[config.mk]
export PLATFORM = sky130hd
export DESIGN_NAME = uart_rx
export DESIGN_NICKNAME = d
export VERILOG_FILES = /design/src/rtl/uart_pkg.sv /design/src/rtl/uart_baud_tick.sv /design/src/rtl/uart_rx.sv
export SDC_FILE = /design/constraint.sdc
export NUM_CORES = 1
export LEC_CHECK = 0
export ABC_AREA = 1
export BUFFER_PORTS_ARGS = -buffer_cell sky130_fd_sc_hd__buf_4
export CORE_MARGIN = 2
export CORE_UTILIZATION = 49
export DETAILED_ROUTE_END_ITERATION = 7
export GPL_TIMING_DRIVEN = 0
export PLACE_DENSITY = 0.7
export SLEW_MARGIN = 20
export SYNTH_ARGS = -nofsm -noshare
export SYNTH_HDL_FRONTEND = slang
export SYNTH_SLANG_ARGS = --single-unit
[constraint.sdc]
create_clock -name clk -period 3.9 [get_ports clk]
set_input_delay 0.975 -clock clk [delete_from_list [all_inputs] [get_ports clk]]
set_output_delay 0.975 -clock clk [all_outputs]
set_load 0.005 [all_outputs]
[src/rtl/uart_pkg.sv]
// Shared UART definitions: configuration encodings, receiver states and
// the baud divisor helper used by both the transmitter and the receiver.
package uart_pkg;

    typedef enum logic [1:0] {
        NONE  = 2'b00,
        ODD   = 2'b01,
        EVEN  = 2'b10,
        NONE2 = 2'b11
    } parity_t;

    typedef enum logic [1:0] {
        B2400  = 2'b00,
        B4800  = 2'b01,
        B9600  = 2'b10,
        B19200 = 2'b11
    } baud_t;

    typedef enum logic [2:0] {
        IDLE      = 3'd0,
        START     = 3'd1,
        DATA      = 3'd2,
        PARITY    = 3'd3,
        STOP      = 3'd4,
        DONE      = 3'd5,
        WAIT_HIGH = 3'd6
    } rx_state_t;

    localparam int DIV_W = 16;

    // Rounded clocks per oversample tick for a given baud code.
    function automatic logic [DIV_W-1:0] baud_div(input int unsigned clk_freq,
                                                  input int unsigned oversample,
                                                  input baud_t       code);
        int unsigned baud;
        int unsigned denom;
        int unsigned div;
        case (code)
            B2400:   baud = 2400;
            B4800:   baud = 4800;
            B9600:   baud = 9600;
            default: baud = 19200;
        endcase
        denom = baud * oversample;
        div   = (clk_freq + denom / 2) / denom;
        return div[DIV_W-1:0];
    endfunction

    function automatic logic parity_enabled(input parity_t p);
        return (p == ODD) || (p == EVEN);
    endfunction

endpackage

[src/rtl/uart_baud_tick.sv]
// Oversample tick generator: one-clock tick every baud_div() clocks,
// restartable so the tick phase can be aligned to a start edge.
module uart_baud_tick
    import uart_pkg::*;
#(
    parameter int unsigned CLK_FREQ   = 100_000_000,
    parameter int unsigned OVERSAMPLE = 16
) (
    input  logic  clk,
    input  logic  rst_n,
    input  logic  clear_i,
    input  baud_t baud_i,
    output logic  tick_o
);

    logic [DIV_W-1:0] cnt_q;
    logic [DIV_W-1:0] cnt_d;
    logic [DIV_W-1:0] div_last;
    logic             wrap;

    assign div_last = baud_div(CLK_FREQ, OVERSAMPLE, baud_i) - {{(DIV_W-1){1'b0}}, 1'b1};

    always_comb begin
        wrap  = (cnt_q >= div_last);
        cnt_d = cnt_q + {{(DIV_W-1){1'b0}}, 1'b1};
        if (clear_i || wrap) begin
            cnt_d = '0;
        end
    end

    // A clear suppresses the tick so the first tick lands one full period later.
    assign tick_o = wrap && !clear_i;

    always_ff @(posedge clk or negedge rst_n) begin
        if (!rst_n) begin
            cnt_q <= '0;
        end else begin
            cnt_q <= cnt_d;
        end
    end

endmodule

[src/rtl/uart_rx.sv]
// UART receiver: 16x oversampled, mid-bit sampling, 8 data bits LSB first,
// optional parity, one stop bit; reports byte with parity/framing status.
module uart_rx
    import uart_pkg::*;
#(
    parameter int unsigned CLK_FREQ   = 100_000_000,
    parameter int unsigned OVERSAMPLE = 16
) (
    input  logic       clk,
    input  logic       rst_n,
    input  logic       data_rx,
    input  logic [1:0] parity_type,
    input  logic [1:0] baud_rate,
    output logic [7:0] data_out,
    output logic       active_flag,
    output logic       done_flag,
    output logic       parity_error,
    output logic       stop_error
);

    localparam int            TW        = $clog2(OVERSAMPLE);
    localparam logic [TW-1:0] TICK_MID  = TW'(OVERSAMPLE / 2 - 1);
    localparam logic [TW-1:0] TICK_LAST = TW'(OVERSAMPLE - 1);
    localparam logic [TW-1:0] TICK_ONE  = TW'(1);

    logic rx_meta_q;
    logic rx_s_q;
    logic rx_prev_q;

    rx_state_t     state_q,    state_d;
    logic [TW-1:0] tick_cnt_q, tick_cnt_d;
    logic [2:0]    bit_idx_q,  bit_idx_d;
    logic [7:0]    shift_q,    shift_d;
    logic          par_err_q,  par_err_d;
    baud_t         baud_q,     baud_d;
    parity_t       parity_q,   parity_d;
    logic [7:0]    data_out_q, data_out_d;
    logic          perr_q,     perr_d;
    logic          serr_q,     serr_d;
    logic          active_q,   active_d;
    logic          done_q,     done_d;

    logic tick;
    logic tick_clear;
    logic frame_xor;

    uart_baud_tick #(
        .CLK_FREQ   (CLK_FREQ),
        .OVERSAMPLE (OVERSAMPLE)
    ) u_tick (
        .clk     (clk),
        .rst_n   (rst_n),
        .clear_i (tick_clear),
        .baud_i  (baud_q),
        .tick_o  (tick)
    );

    always_ff @(posedge clk or negedge rst_n) begin
        if (!rst_n) begin
            rx_meta_q <= 1'b1;
            rx_s_q    <= 1'b1;
            rx_prev_q <= 1'b1;
        end else begin
            rx_meta_q <= data_rx;
            rx_s_q    <= rx_meta_q;
            rx_prev_q <= rx_s_q;
        end
    end

    assign frame_xor = ^{shift_q, rx_s_q};

    always_comb begin
        state_d    = state_q;
        tick_cnt_d = tick_cnt_q;
        bit_idx_d  = bit_idx_q;
        shift_d    = shift_q;
        par_err_d  = par_err_q;
        baud_d     = baud_q;
        parity_d   = parity_q;
        data_out_d = data_out_q;
        perr_d     = perr_q;
        serr_d     = serr_q;
        active_d   = active_q;
        done_d     = 1'b0;
        tick_clear = 1'b0;

        case (state_q)
            IDLE: begin
                if (rx_prev_q && !rx_s_q) begin
                    state_d    = START;
                    active_d   = 1'b1;
                    tick_clear = 1'b1;
                    tick_cnt_d = '0;
                    bit_idx_d  = '0;
                    par_err_d  = 1'b0;
                    baud_d     = baud_t'(baud_rate);
                    parity_d   = parity_t'(parity_type);
                end
            end

            START: begin
                if (tick) begin
                    if (tick_cnt_q == TICK_MID) begin
                        tick_cnt_d = '0;
                        if (rx_s_q) begin
                            state_d  = IDLE;
                            active_d = 1'b0;
                        end else begin
                            state_d = DATA;
                        end
                    end else begin
                        tick_cnt_d = tick_cnt_q + TICK_ONE;
                    end
                end
            end

            DATA: begin
                if (tick) begin
                    if (tick_cnt_q == TICK_LAST) begin
                        tick_cnt_d = '0;
                        shift_d    = {rx_s_q, shift_q[7:1]};
                        if (bit_idx_q == 3'd7) begin
                            state_d = parity_enabled(parity_q) ? PARITY : STOP;
                        end else begin
                            bit_idx_d = bit_idx_q + 3'd1;
                        end
                    end else begin
                        tick_cnt_d = tick_cnt_q + TICK_ONE;
                    end
                end
            end

            PARITY: begin
                if (tick) begin
                    if (tick_cnt_q == TICK_LAST) begin
                        tick_cnt_d = '0;
                        // Odd expects an odd total of ones over data+parity, even an even total.
                        par_err_d  = (parity_q == ODD) ? ~frame_xor : frame_xor;
                        state_d    = STOP;
                    end else begin
                        tick_cnt_d = tick_cnt_q + TICK_ONE;
                    end
                end
            end

            STOP: begin
                if (tick) begin
                    if (tick_cnt_q == TICK_LAST) begin
                        tick_cnt_d = '0;
                        state_d    = DONE;
                        data_out_d = shift_q;
                        perr_d     = par_err_q;
                        serr_d     = ~rx_s_q;
                        done_d     = 1'b1;
                        active_d   = 1'b0;
                    end else begin
                        tick_cnt_d = tick_cnt_q + TICK_ONE;
                    end
                end
            end

            DONE: begin
                state_d = rx_s_q ? IDLE : WAIT_HIGH;
            end

            WAIT_HIGH: begin
                if (rx_s_q) begin
                    state_d = IDLE;
                end
            end

            default: begin
                state_d  = IDLE;
                active_d = 1'b0;
            end
        endcase
    end

    always_ff @(posedge clk or negedge rst_n) begin
        if (!rst_n) begin
            state_q    <= IDLE;
            tick_cnt_q <= '0;
            bit_idx_q  <= '0;
            shift_q    <= '0;
            par_err_q  <= 1'b0;
            baud_q     <= B2400;
            parity_q   <= NONE;
            data_out_q <= '0;
            perr_q     <= 1'b0;
            serr_q     <= 1'b0;
            active_q   <= 1'b0;
            done_q     <= 1'b0;
        end else begin
            state_q    <= state_d;
            tick_cnt_q <= tick_cnt_d;
            bit_idx_q  <= bit_idx_d;
            shift_q    <= shift_d;
            par_err_q  <= par_err_d;
            baud_q     <= baud_d;
            parity_q   <= parity_d;
            data_out_q <= data_out_d;
            perr_q     <= perr_d;
            serr_q     <= serr_d;
            active_q   <= active_d;
            done_q     <= done_d;
        end
    end

    // Results are registered on the stop sample so they coincide with the DONE cycle.
    assign data_out     = data_out_q;
    assign parity_error = perr_q;
    assign stop_error   = serr_q;
    assign active_flag  = active_q;
    assign done_flag    = done_q;

endmodule

# ---- Word-level counts from Yosys, hierarchy flattened
# Index checks and enable logic that the tools add are counted.
dict set report op_classes {
  n_shift 0
  n_bitwise 3
  n_eq_ne 27
  multipliers 0
  reduce_logical 22
  muxes 45
  div_mod_pow 1
  order_cmp 1
  n_addsub 5
}
# cell n
set op_table {}
lappend op_table {{3-bit 2-to-1 mux} 17}
lappend op_table {{15-bit one-hot mux with 3 select lines} 1}
lappend op_table {{32-bit by 32-bit divider with 32-bit output} 1}
lappend op_table {{27-bit by 18-bit adder with 28-bit output (first input constant)} 1}
lappend op_table {{2-bit != test (second input constant)} 13}
lappend op_table {{3-bit one-hot mux with 7 select lines} 1}
lappend op_table {{4-bit 2-to-1 mux} 5}
lappend op_table {{16-bit by 1-bit adder with 16-bit output (second input constant)} 1}
lappend op_table {{16-bit greater-or-equal comparator} 1}
lappend op_table {{16-bit 2-to-1 mux} 1}
lappend op_table {{16-bit by 1-bit subtractor with 16-bit output (second input constant)} 1}
lappend op_table {{1-bit 2-to-1 mux} 15}
lappend op_table {{3-bit == test (second input constant)} 4}
lappend op_table {{4-bit one-hot mux with 3 select lines} 1}
lappend op_table {{11-bit AND reduction} 1}
lappend op_table {{9-bit parity} 1}
lappend op_table {{4-bit AND reduction} 2}
lappend op_table {{7-bit AND reduction} 1}
lappend op_table {{3-bit by 2-bit == test with 1-bit output (second input constant)} 2}
lappend op_table {{3-bit one-hot mux with 2 select lines} 1}
lappend op_table {{3-bit AND reduction} 2}
lappend op_table {{5-bit AND reduction} 1}
lappend op_table {{4-bit by 1-bit adder with 4-bit output (second input constant)} 1}
lappend op_table {{2-bit by 1-bit == test with 1-bit output (second input constant)} 2}
lappend op_table {{other kinds (20)} 27}
dict set report totals {
  wordCells 120
  romBits 0
  register_bits 54
  mem_count 0
  input_bits 7
  latch_bits 0
  ramBits 0
}

# ---- Logic depth before layout (Yosys ltp)
# Gate-level depths: netlist (run 1).
dict set report logic_depth {
  word_depth 9
  mapped_depth 24
  mapped_depth_nobuf 23
}

# ---- Hierarchy
# Synthesis (run 1) repeated with hierarchy kept, for this count alone.
dict set report hier_totals {
  cells_unflattened 387
  area_unflattened_um2 3104.2
}
# module cells_per_inst area_per_inst_um2 seq_area_each_um2 n_inst
set by_module_without_submodules {}
lappend by_module_without_submodules {uart_rx 253 2048.2 954.7 1}
lappend by_module_without_submodules {uart_baud_tick 134 1056.0 400.4 1}

# ---- Worst setup path after synthesis (run 1)
# No wires, ideal clock.
dict set report synth_timing {
  kind {reg2reg}
  from {register baud_q[0]}
  to {register data_out_q[2] (netlist: data_out[2])}
  arrival_time_ns 3.433
  setup_ns 0.125
  synth_period_minus_slack_ns 3.558
  stages_incl_launch_ff 24
  setup_slack_ns 0.342
  required_ns 3.775
  path_cell_list {dfrtp_1 inv_1 ha_1 buf_4 buf_4 o21ai_0 inv_1 ha_1 o21ai_0 nand2_1 a21oi_1 nor2_1 nor3b_1 o21bai_1 a21oi_1 nor2_1 nor2_1 o21ai_0 nand2_1 nor2_1 inv_1 nor2_1 buf_2 mux2_2}
}
dict set report synth_between {
  elab_chain_len 8
  elab_cells_between_ends 10
}
# element line_no
set synth_lines {}
lappend synth_lines {{start, declared} uart_rx.sv:35} ;# baud_t baud_q, baud_d;
lappend synth_lines {{start signal, assigned} uart_rx.sv:199} ;# baud_q <= baud_d;
lappend synth_lines {{2-bit == test (tied with other cells)} uart_pkg.sv:38} ;# case (code)
lappend synth_lines {{15-bit one-hot mux with 3 select lines *} uart_pkg.sv:38}
lappend synth_lines {{27-bit by 18-bit adder with 28-bit output} uart_pkg.sv:45} ;# div = (clk_freq + denom / 2) / denom;
lappend synth_lines {{32-bit by 32-bit divider with 32-bit output *} uart_pkg.sv:45}
lappend synth_lines {{16-bit by 1-bit subtractor with 16-bit output *} uart_baud_tick.sv:21} ;# assign div_last = baud_div(CLK_FREQ, OVERSAMPLE, baud_i) - {{(DIV_W-1){1'b0}}, 1'b1};
lappend synth_lines {{16-bit greater-or-equal comparator *} uart_baud_tick.sv:24} ;# wrap = (cnt_q >= div_last);
lappend synth_lines {{1-bit logical AND *} uart_baud_tick.sv:32} ;# assign tick_o = wrap && !clear_i;
lappend synth_lines {{3-bit AND reduction (no line) *} n/a}
lappend synth_lines {{end signal, assigned} uart_rx.sv:201} ;# data_out_q <= data_out_d;
lappend synth_lines {{end, declared} uart_rx.sv:37} ;# logic [7:0] data_out_q, data_out_d;
# Every way passes the cells marked *; elsewhere a longest branch is shown, timed or not.
# A chain may end at the register's enable or synchronous reset.

# ---- Final worst setup path (run 1)
dict set report layout_timing {
  from {register baud_q[1]}
  to {register data_out_q[5] (netlist: data_out[5])}
}
# The elaborated chain is that of the path after synthesis.

==> impl_metrics.json, run 1 <==
{
  "avgViaCountPerCell": 5.039,
  "totalPowerFinal_mw": 1.651,
  "tritoncts": "yes",
  "worstPathRequired_ns": 4.09,
  "startpoint_type": "register",
  "arrival_ns": 3.76,
  "grt_max_degree": 55,
  "clock_latency_ns": 0.30,
  "power.density_mw_per_mm2": 496.8,
  "die_height_um": 81.25,
  "place_congestion": 0.8055,
  "holdBufCountCts": 0,
  "synth_top_flop_cell": "sky130_fd_sc_hd__dfrtp_1",
  "final_max_slew_viol_count": 0,
  "hp-class": "reg -> reg",
  "synthesized_area_mm2": 0.002924,
  "yosys-top-cells-area": "sky130_fd_sc_hd__dfrtp_1, sky130_fd_sc_hd__ha_1, sky130_fd_sc_hd__mux2_2",
  "ys_types": 37,
  "critical_path.n_buffers_inverters": 5,
  "die_area_mm2": 0.006602,
  "nets": 371,
  "drive_gt1_share_pct": 19.23,
  "wl_per_cell_um": 12.40,
  "ff2ff_path_depth": 23,
  "status": "finished clean",
  "total_leakage_power_nw": 1.655,
  "top_level_ports": 19,
  "post-route-min-period_ns": 3.561,
  "antenna_cells_inserted": 0,
  "finalSetupTns_ns": 0,
  "detail_route.iter0.violations": 74,
  "worst-slew-pin-transition_ns": 0.6861,
  "slew-limit-headroom_pct": 54.26,
  "hold-path-cell-count": 0,
  "synth-warning-count": 0,
  "max_clock_freq_mhz": 280.8,
  "final-hold-violation-count": 0,
  "antenna_left": 0,
  "yosys.area.top_type_share_pct": 43.65,
  "antenna_found_initial": 0,
  "crit_slowest_cell": "sky130_fd_sc_hd__dfrtp_1",
  "yosysTopAreaCell": "sky130_fd_sc_hd__dfrtp_1",
  "synth-edff-count": 0,
  "synthesis.instances": 308,
  "yosysSeqAreaShare_pct": 46.34,
  "core-area_mm2": 0.005851,
  "timing.final.setup_violations": 0,
  "area_delta_synth_final_pct": 13.65,
  "critical-path-max-stage-delay_ns": 0.42,
  "cts.clk_slew.worst_paths_ns": 0.10,
  "via_count_of_the_first_global_routing_pass": 2061,
  "drt_pre_antenna_iters": 4,
  "ctsHtreeMaxLevel": 2,
  "final.period_utilization_pct": 91.32,
  "timing.max_cap.violations": 0,
  "grt_first_pass_wirelength_mm": 8.811,
  "crit_path_frequent_cell": "sky130_fd_sc_hd__nor2_1",
  "rows": 28,
  "critical_path_cell_count": 23,
  "n_fill_cell": 500,
  "clock-sinks": 54,
  "cp_top_family": "simple AND/OR/NAND/NOR gates",
  "hpwlAfterDp_mm": 3.676,
  "critPathMaxFanout": 10,
  "critPathKind": "reg -> reg",
  "cts-buffers-inserted": 5,
  "wl_mm": 5.123,
  "irDropWorstVdd_mv": 0.2798,
  "clock_tree.buffer_depth": 2,
  "clock_skew_ns": 0.006473,
  "synth-seq-cells": 54,
  "globalRouteTotalUtil_pct": 17.08,
  "die_w_um": 81.25,
  "global_route.overflow_total": 0,
  "drc_violations_left": 0,
  "timing.critical_path.cells": "inv_1 > ha_1 > buf_4 > buf_4 > o21ai_4 > ha_1 > a21boi_0 > o21ai_0 > nand2_1 > a21oi_1 > nor2_1 > nor3b_1 > o21bai_1 > a21oi_1 > nor2_1 > nor2_1 > o21ai_2 > nand2_2 > nor2_2 > inv_2 > nor2_4 > buf_6 > mux2_2",
  "unrepaired_setup_endpoints_after_global_routing": "false",
  "clock-root-buffer": "sky130_fd_sc_hd__clkbuf_8",
  "post_synth.cell_area_avg_um2": 9.494,
  "port_buffers": 18,
  "synthArstFlopShare_pct": 100.0,
  "critical_path.endpoint_type": "register",
  "vias": 2081,
  "initial_core_util_pct": 49.98
}
repair_timing:
item,4_1_cts,5_1_grt
gates resized for setup,5,11
endpoints found under the setup margin,33,38
gates cloned,0,1
buffers inserted,0,2
layout by cell type (no fill, tap or decap), drive strengths merged:
cell type,instances
nor4,2
o21a,3
o22ai,1
a2111oi,1
nand2,44
conb,3
nand4,1
xnor2,6
nor3b,8
or2,1
buf,25
nor2,35
ha,27
o21ai,20
dfstp,3
xor2,8
o21bai,2
dfrtp,51
a21o,2
a21oi,13
a211o,1
inv,39
o31ai,1
a31oi,2
o221ai,1
nor3,5
a21boi,1
nand3,6
a211oi,1
clkbuf,6
mux2,16
clkinv,3
worst register-to-register path, cell delays in order, from the launching register on:
cell	delay (ns)
sky130_fd_sc_hd__dfrtp_1	0.42
sky130_fd_sc_hd__inv_1	0.14
sky130_fd_sc_hd__ha_1	0.19
sky130_fd_sc_hd__buf_4	0.11
sky130_fd_sc_hd__buf_4	0.11
sky130_fd_sc_hd__o21ai_4	0.07
sky130_fd_sc_hd__ha_1	0.29
sky130_fd_sc_hd__a21boi_0	0.16
sky130_fd_sc_hd__o21ai_0	0.09
sky130_fd_sc_hd__nand2_1	0.06
sky130_fd_sc_hd__a21oi_1	0.05
sky130_fd_sc_hd__nor2_1	0.10
sky130_fd_sc_hd__nor3b_1	0.06
sky130_fd_sc_hd__o21bai_1	0.11
sky130_fd_sc_hd__a21oi_1	0.09
sky130_fd_sc_hd__nor2_1	0.11
sky130_fd_sc_hd__nor2_1	0.06
sky130_fd_sc_hd__o21ai_2	0.22
sky130_fd_sc_hd__nand2_2	0.12
sky130_fd_sc_hd__nor2_2	0.14
sky130_fd_sc_hd__inv_2	0.10
sky130_fd_sc_hd__nor2_4	0.14
sky130_fd_sc_hd__buf_6	0.17
sky130_fd_sc_hd__mux2_2	0.34
final timing paths:
check                      startpoint              end  slack (ns)
max                         baud_q[1]      data_out[5]        0.34
min                         rx_meta_q           rx_s_q        0.36
max reg2reg                 baud_q[1]      data_out[5]        0.34
min reg2reg                 rx_meta_q           rx_s_q        0.36
max in group asynchronous       rst_n        baud_q[0]        2.71
min in group asynchronous       rst_n  u_tick.cnt_q[0]        0.70
power by group:
group	total (mW)	leakage, nW	internal, mW	switching (mW)
Sequential	0.671	0.721	0.620	0.0509
Clock	0.329	0.0514	0.146	0.183
Combinational	0.651	0.883	0.266	0.385
per-layer routing:
metal	vias up	share of wire [%]	GRT usage, %
li1	1066	-	-
met1	980	46	21.27
met2	24	49	29.17
met3	11	2.7	3.333
met4	0	2.1	6.780
met5	-	0	0
area by class of cell:
type                       instances  area [um2]  area share [%]
buffer                             5       48.80           1.468
multi-input combinational        211        1424           42.85
tap                               75       93.84           2.824
clock buffer                       6       82.58           2.485
sequential                        54        1356           40.81
clock inverter                     2       17.52          0.5271
timing repair buffer              20       150.1           4.518
inverter                          40       150.1           4.518
synthesized netlist by cell type, types with 2 or more instances:
cell and n:
sky130_fd_sc_hd__o21a_1 3, sky130_fd_sc_hd__o21ai_0 20, sky130_fd_sc_hd__inv_1 38, sky130_fd_sc_hd__xor2_1 8, sky130_fd_sc_hd__buf_4 2, sky130_fd_sc_hd__nor4_1 2
sky130_fd_sc_hd__o21bai_1 2, sky130_fd_sc_hd__nor3b_1 8, sky130_fd_sc_hd__dfstp_2 3, sky130_fd_sc_hd__xnor2_1 6, sky130_fd_sc_hd__buf_6 2, sky130_fd_sc_hd__dfrtp_1 51
sky130_fd_sc_hd__a21o_1 2, sky130_fd_sc_hd__nand2_1 44, sky130_fd_sc_hd__ha_1 27, sky130_fd_sc_hd__mux2_2 16, sky130_fd_sc_hd__a21oi_1 13, sky130_fd_sc_hd__nand3_1 6
sky130_fd_sc_hd__nor3_1 5, sky130_fd_sc_hd__a31oi_1 2, sky130_fd_sc_hd__nor2_1 32
logic make-up (layout without fill, tap and decap cells):
group	Yosys count	count (layout)	share of synthesized area, %
AND/OR/NAND/NOR	101	102	15.15
flip-flops	54	54	46.34
AO/OA/AOI/OAI	49	49	9.756
buffers and inverters	46	73	6.717
adder cells (fa/ha/maj)	27	27	11.55
multiplexers	16	16	6.162
XOR/XNOR	14	14	4.193
other	1	3	0.1282
per-stage QoR:
| step | instance area [um2] | utilization [%] | setup slack [ns] | hold WS [ns] | std cells |
|---|---|---|---|---|---|
| floorplan | 2932 | - | 0.3421 | 0.3452 | 310 |
| global placement | 3161 | 54.02 | -0.4393 | 0.3454 | 403 |
| detailed placement | 3161 | 54.02 | -0.5631 | 0.3493 | 403 |
| CTS | 3269 | 55.88 | 0.002072 | 0.3651 | 411 |
| global route | 3323 | 56.80 | 0.01641 | 0.3694 | 413 |
| finish | 3323 | 56.80 | 0.3386 | 0.3619 | 413 |
sequential cells by signal (all words and copies together), names as in the netlist, 2 cells and up:
register / cells
baud_q: 2
shift_q: 8
u_tick.cnt_q: 16
tick_cnt_q: 4
parity_q: 2
state_q: 3
data_out: 8
bit_idx_q: 3
Power figures use the tool's default switching activity.
==> run 2, diff against run 1 <==
==> constraint.sdc (replaced) <==
create_clock -name clk -period 3.54 [get_ports clk]
set_input_delay 0.885 -clock clk [delete_from_list [all_inputs] [get_ports clk]]
set_output_delay 0.885 -clock clk [all_outputs]
set_load 0.005 [all_outputs]
==> run 2 against run 1 <==
  * Final area grew 7.8%
  * Combinational power grew 49%
  * Sequential share of layout area is 3.0 points lower
  * Clock skew rose by 0.0045 ns
  * Fmax grew 2.7%
  * Via count increased by 2.9%
  * First-iteration DRC count up 4.1%
  * Critical path type unchanged
  * Register-to-register slack got worse by 0.27 ns
==> impl_metrics.json, run 2 (synthesized netlist as in run 1, its figures left out) <==
{
  "critical_path.endpoint_type": "register",
  "detail_route.iter0.violations": 77,
  "clock-sinks": 54,
  "holdBufCountCts": 0,
  "die_area_mm2": 0.006602,
  "antenna_left": 0,
  "critPathMaxFanout": 5,
  "critical-path-max-stage-delay_ns": 0.43,
  "final-hold-violation-count": 0,
  "via_count_of_the_first_global_routing_pass": 2040,
  "final_max_slew_viol_count": 0,
  "crit_slowest_cell": "sky130_fd_sc_hd__dfrtp_1",
  "drt_pre_antenna_iters": 4,
  "antenna_found_initial": 0,
  "largest_register": "u_tick.cnt_q",
  "die_height_um": 81.25,
  "timing.final.setup_violations": 0,
  "hpwlAfterDp_mm": 3.735,
  "clock_skew_ns": 0.01100,
  "worstPathRequired_ns": 3.75,
  "drc_violations_left": 0,
  "unrepaired_setup_endpoints_after_global_routing": "true",
  "vias": 2142,
  "initial_core_util_pct": 49.98,
  "place_worst_setup_slack_ns": -0.7635,
  "status": "finished clean",
  "area_delta_synth_final_pct": 22.46,
  "nets": 383,
  "ctsHtreeMaxLevel": 2,
  "total_leakage_power_nw": 1.750,
  "antenna_cells_inserted": 0,
  "slew-limit-headroom_pct": 55.33,
  "avgViaCountPerCell": 5.040,
  "drive_gt1_share_pct": 26.86,
  "critPathKind": "reg -> reg",
  "place_congestion": 0.9014,
  "hp-class": "reg -> reg",
  "top_level_ports": 19,
  "core-area_mm2": 0.005851,
  "finalNonFillerCells": 425,
  "n_fill_cell": 470,
  "timing.max_cap.violations": 0,
  "globalRouteTotalUtil_pct": 17.71,
  "max_clock_freq_mhz": 288.5,
  "die_w_um": 81.25,
  "grt_first_pass_wirelength_mm": 9.080,
  "tritoncts": "yes",
  "cts-buffers-inserted": 5,
  "worst_hold_slack_ns": 0.3663,
  "wl_per_cell_um": 13.60,
  "timing.critical_path.cells": "inv_4 > buf_4 > buf_4 > ha_1 > inv_2 > ha_1 > inv_1 > a21boi_2 > o21ai_1 > nand2_1 > a21oi_2 > nor2_1 > nor3b_2 > o21bai_1 > a21oi_1 > nor2_1 > nor2_1 > o21ai_2 > nand2_2 > nor2_2 > inv_2 > nor2_4 > buf_6 > mux2_4",
  "port_buffers": 18,
  "cts.clk_slew.worst_paths_ns": 0.11,
  "clock_latency_ns": 0.32,
  "clock_tree.buffer_depth": 2,
  "rows": 28,
  "final.period_utilization_pct": 97.92,
  "finalSetupTns_ns": 0,
  "arrival_ns": 3.67,
  "wl_mm": 5.781,
  "met1_length_mm": 2.581,
  "worst-slew-pin-transition_ns": 0.6701,
  "final.setup.worst_slack_ns": 0.07359,
  "irDropWorstVdd_mv": 0.4133,
  "dpl.cell_count": 403,
  "wl_met3_um": 138,
  "crit_path_frequent_cell": "sky130_fd_sc_hd__nor2_1",
  "startpoint_type": "register",
  "layout.cells.most_common": "sky130_fd_sc_hd__dfrtp_1",
  "post-route-min-period_ns": 3.466,
  "dr.max_layer_used": "met4",
  "largest_register_ffs": 16,
  "global_route.overflow_total": 0,
  "power.density_mw_per_mm2": 582.3,
  "post-route-util_pct": 61.21,
  "grt_max_degree": 55,
  "met2WireLength_mm": 3.010,
  "clock-root-buffer": "sky130_fd_sc_hd__clkbuf_8",
  "most-common-layout-cells": "sky130_fd_sc_hd__dfrtp_1, sky130_fd_sc_hd__nand2_1, sky130_fd_sc_hd__inv_1, sky130_fd_sc_hd__nor2_1, sky130_fd_sc_hd__buf_4"
}
[run 2: metal layers]
metal	track usage (%)	up-vias
met4	5.085	0
met3	3.000	5
met5	0	-
met1	22.58	1027
met2	30.91	24
li1	-	1086
[run 2: final timing paths]
kind                           start  cells past startpoint               to  slack [ns]
min reg2reg                rx_meta_q                      0           rx_s_q        0.37
max reg2reg                baud_q[0]                     24     parity_error        0.07
min in group asynchronous      rst_n                      1  u_tick.cnt_q[1]        0.57
max                        baud_q[0]                     24     parity_error        0.07
min                        rx_meta_q                      0           rx_s_q        0.37
max in group asynchronous      rst_n                      1     bit_idx_q[2]        2.50
[run 2: critical path: cells and delay by family (launching register included)]
kind / cells / cell delay, ns
and+or+nand+nor: 8 / 0.86
AOI/OAI and AO/OA: 6 / 0.69
DFF: 1 / 0.43
muxes: 1 / 0.30
adders and majority gates: 2 / 0.43
buffers and inverters: 7 / 0.66
[run 2: what timing repair did]
action	in CTS	in global routing
gates cloned	0	2
buffers inserted	4	10
endpoints found under the setup margin	43	44
pin swaps	2	21
gates resized for setup	10	53
[run 2: cell type report]
cell class | instances | area, um2 | area share (%)
Multi-Input combinational cell | 211 | 1570 | 43.85
Buffer | 4 | 45.04 | 1.258
Tap cell | 75 | 93.84 | 2.621
Inverter | 40 | 152.6 | 4.263
Timing Repair Buffer | 33 | 266.5 | 7.442
Clock inverter | 3 | 28.78 | 0.8036
Sequential cell | 54 | 1355 | 37.84
Clock buffer | 5 | 68.82 | 1.922
[run 2: per-stage QoR]
| stage | cell area (um2) | total power, mW |
|---|---|---|
| finish | 3581 | 2.085 |
| global route | 3581 | 2.255 |
| CTS | 3311 | 1.850 |
| detailed placement | 3161 | 1.432 |
| global placement | 3161 | 1.406 |
| floorplan | 2932 | 1.275 |
[run 2: power by group]
| group | total [mW] | switching [mW] | internal [mW] | leakage [nW] |
|---|---|---|---|---|
| Sequential | 0.735 | 0.0529 | 0.682 | 0.722 |
| Clock | 0.378 | 0.230 | 0.149 | 0.0506 |
| Combinational | 0.972 | 0.528 | 0.444 | 0.977 |
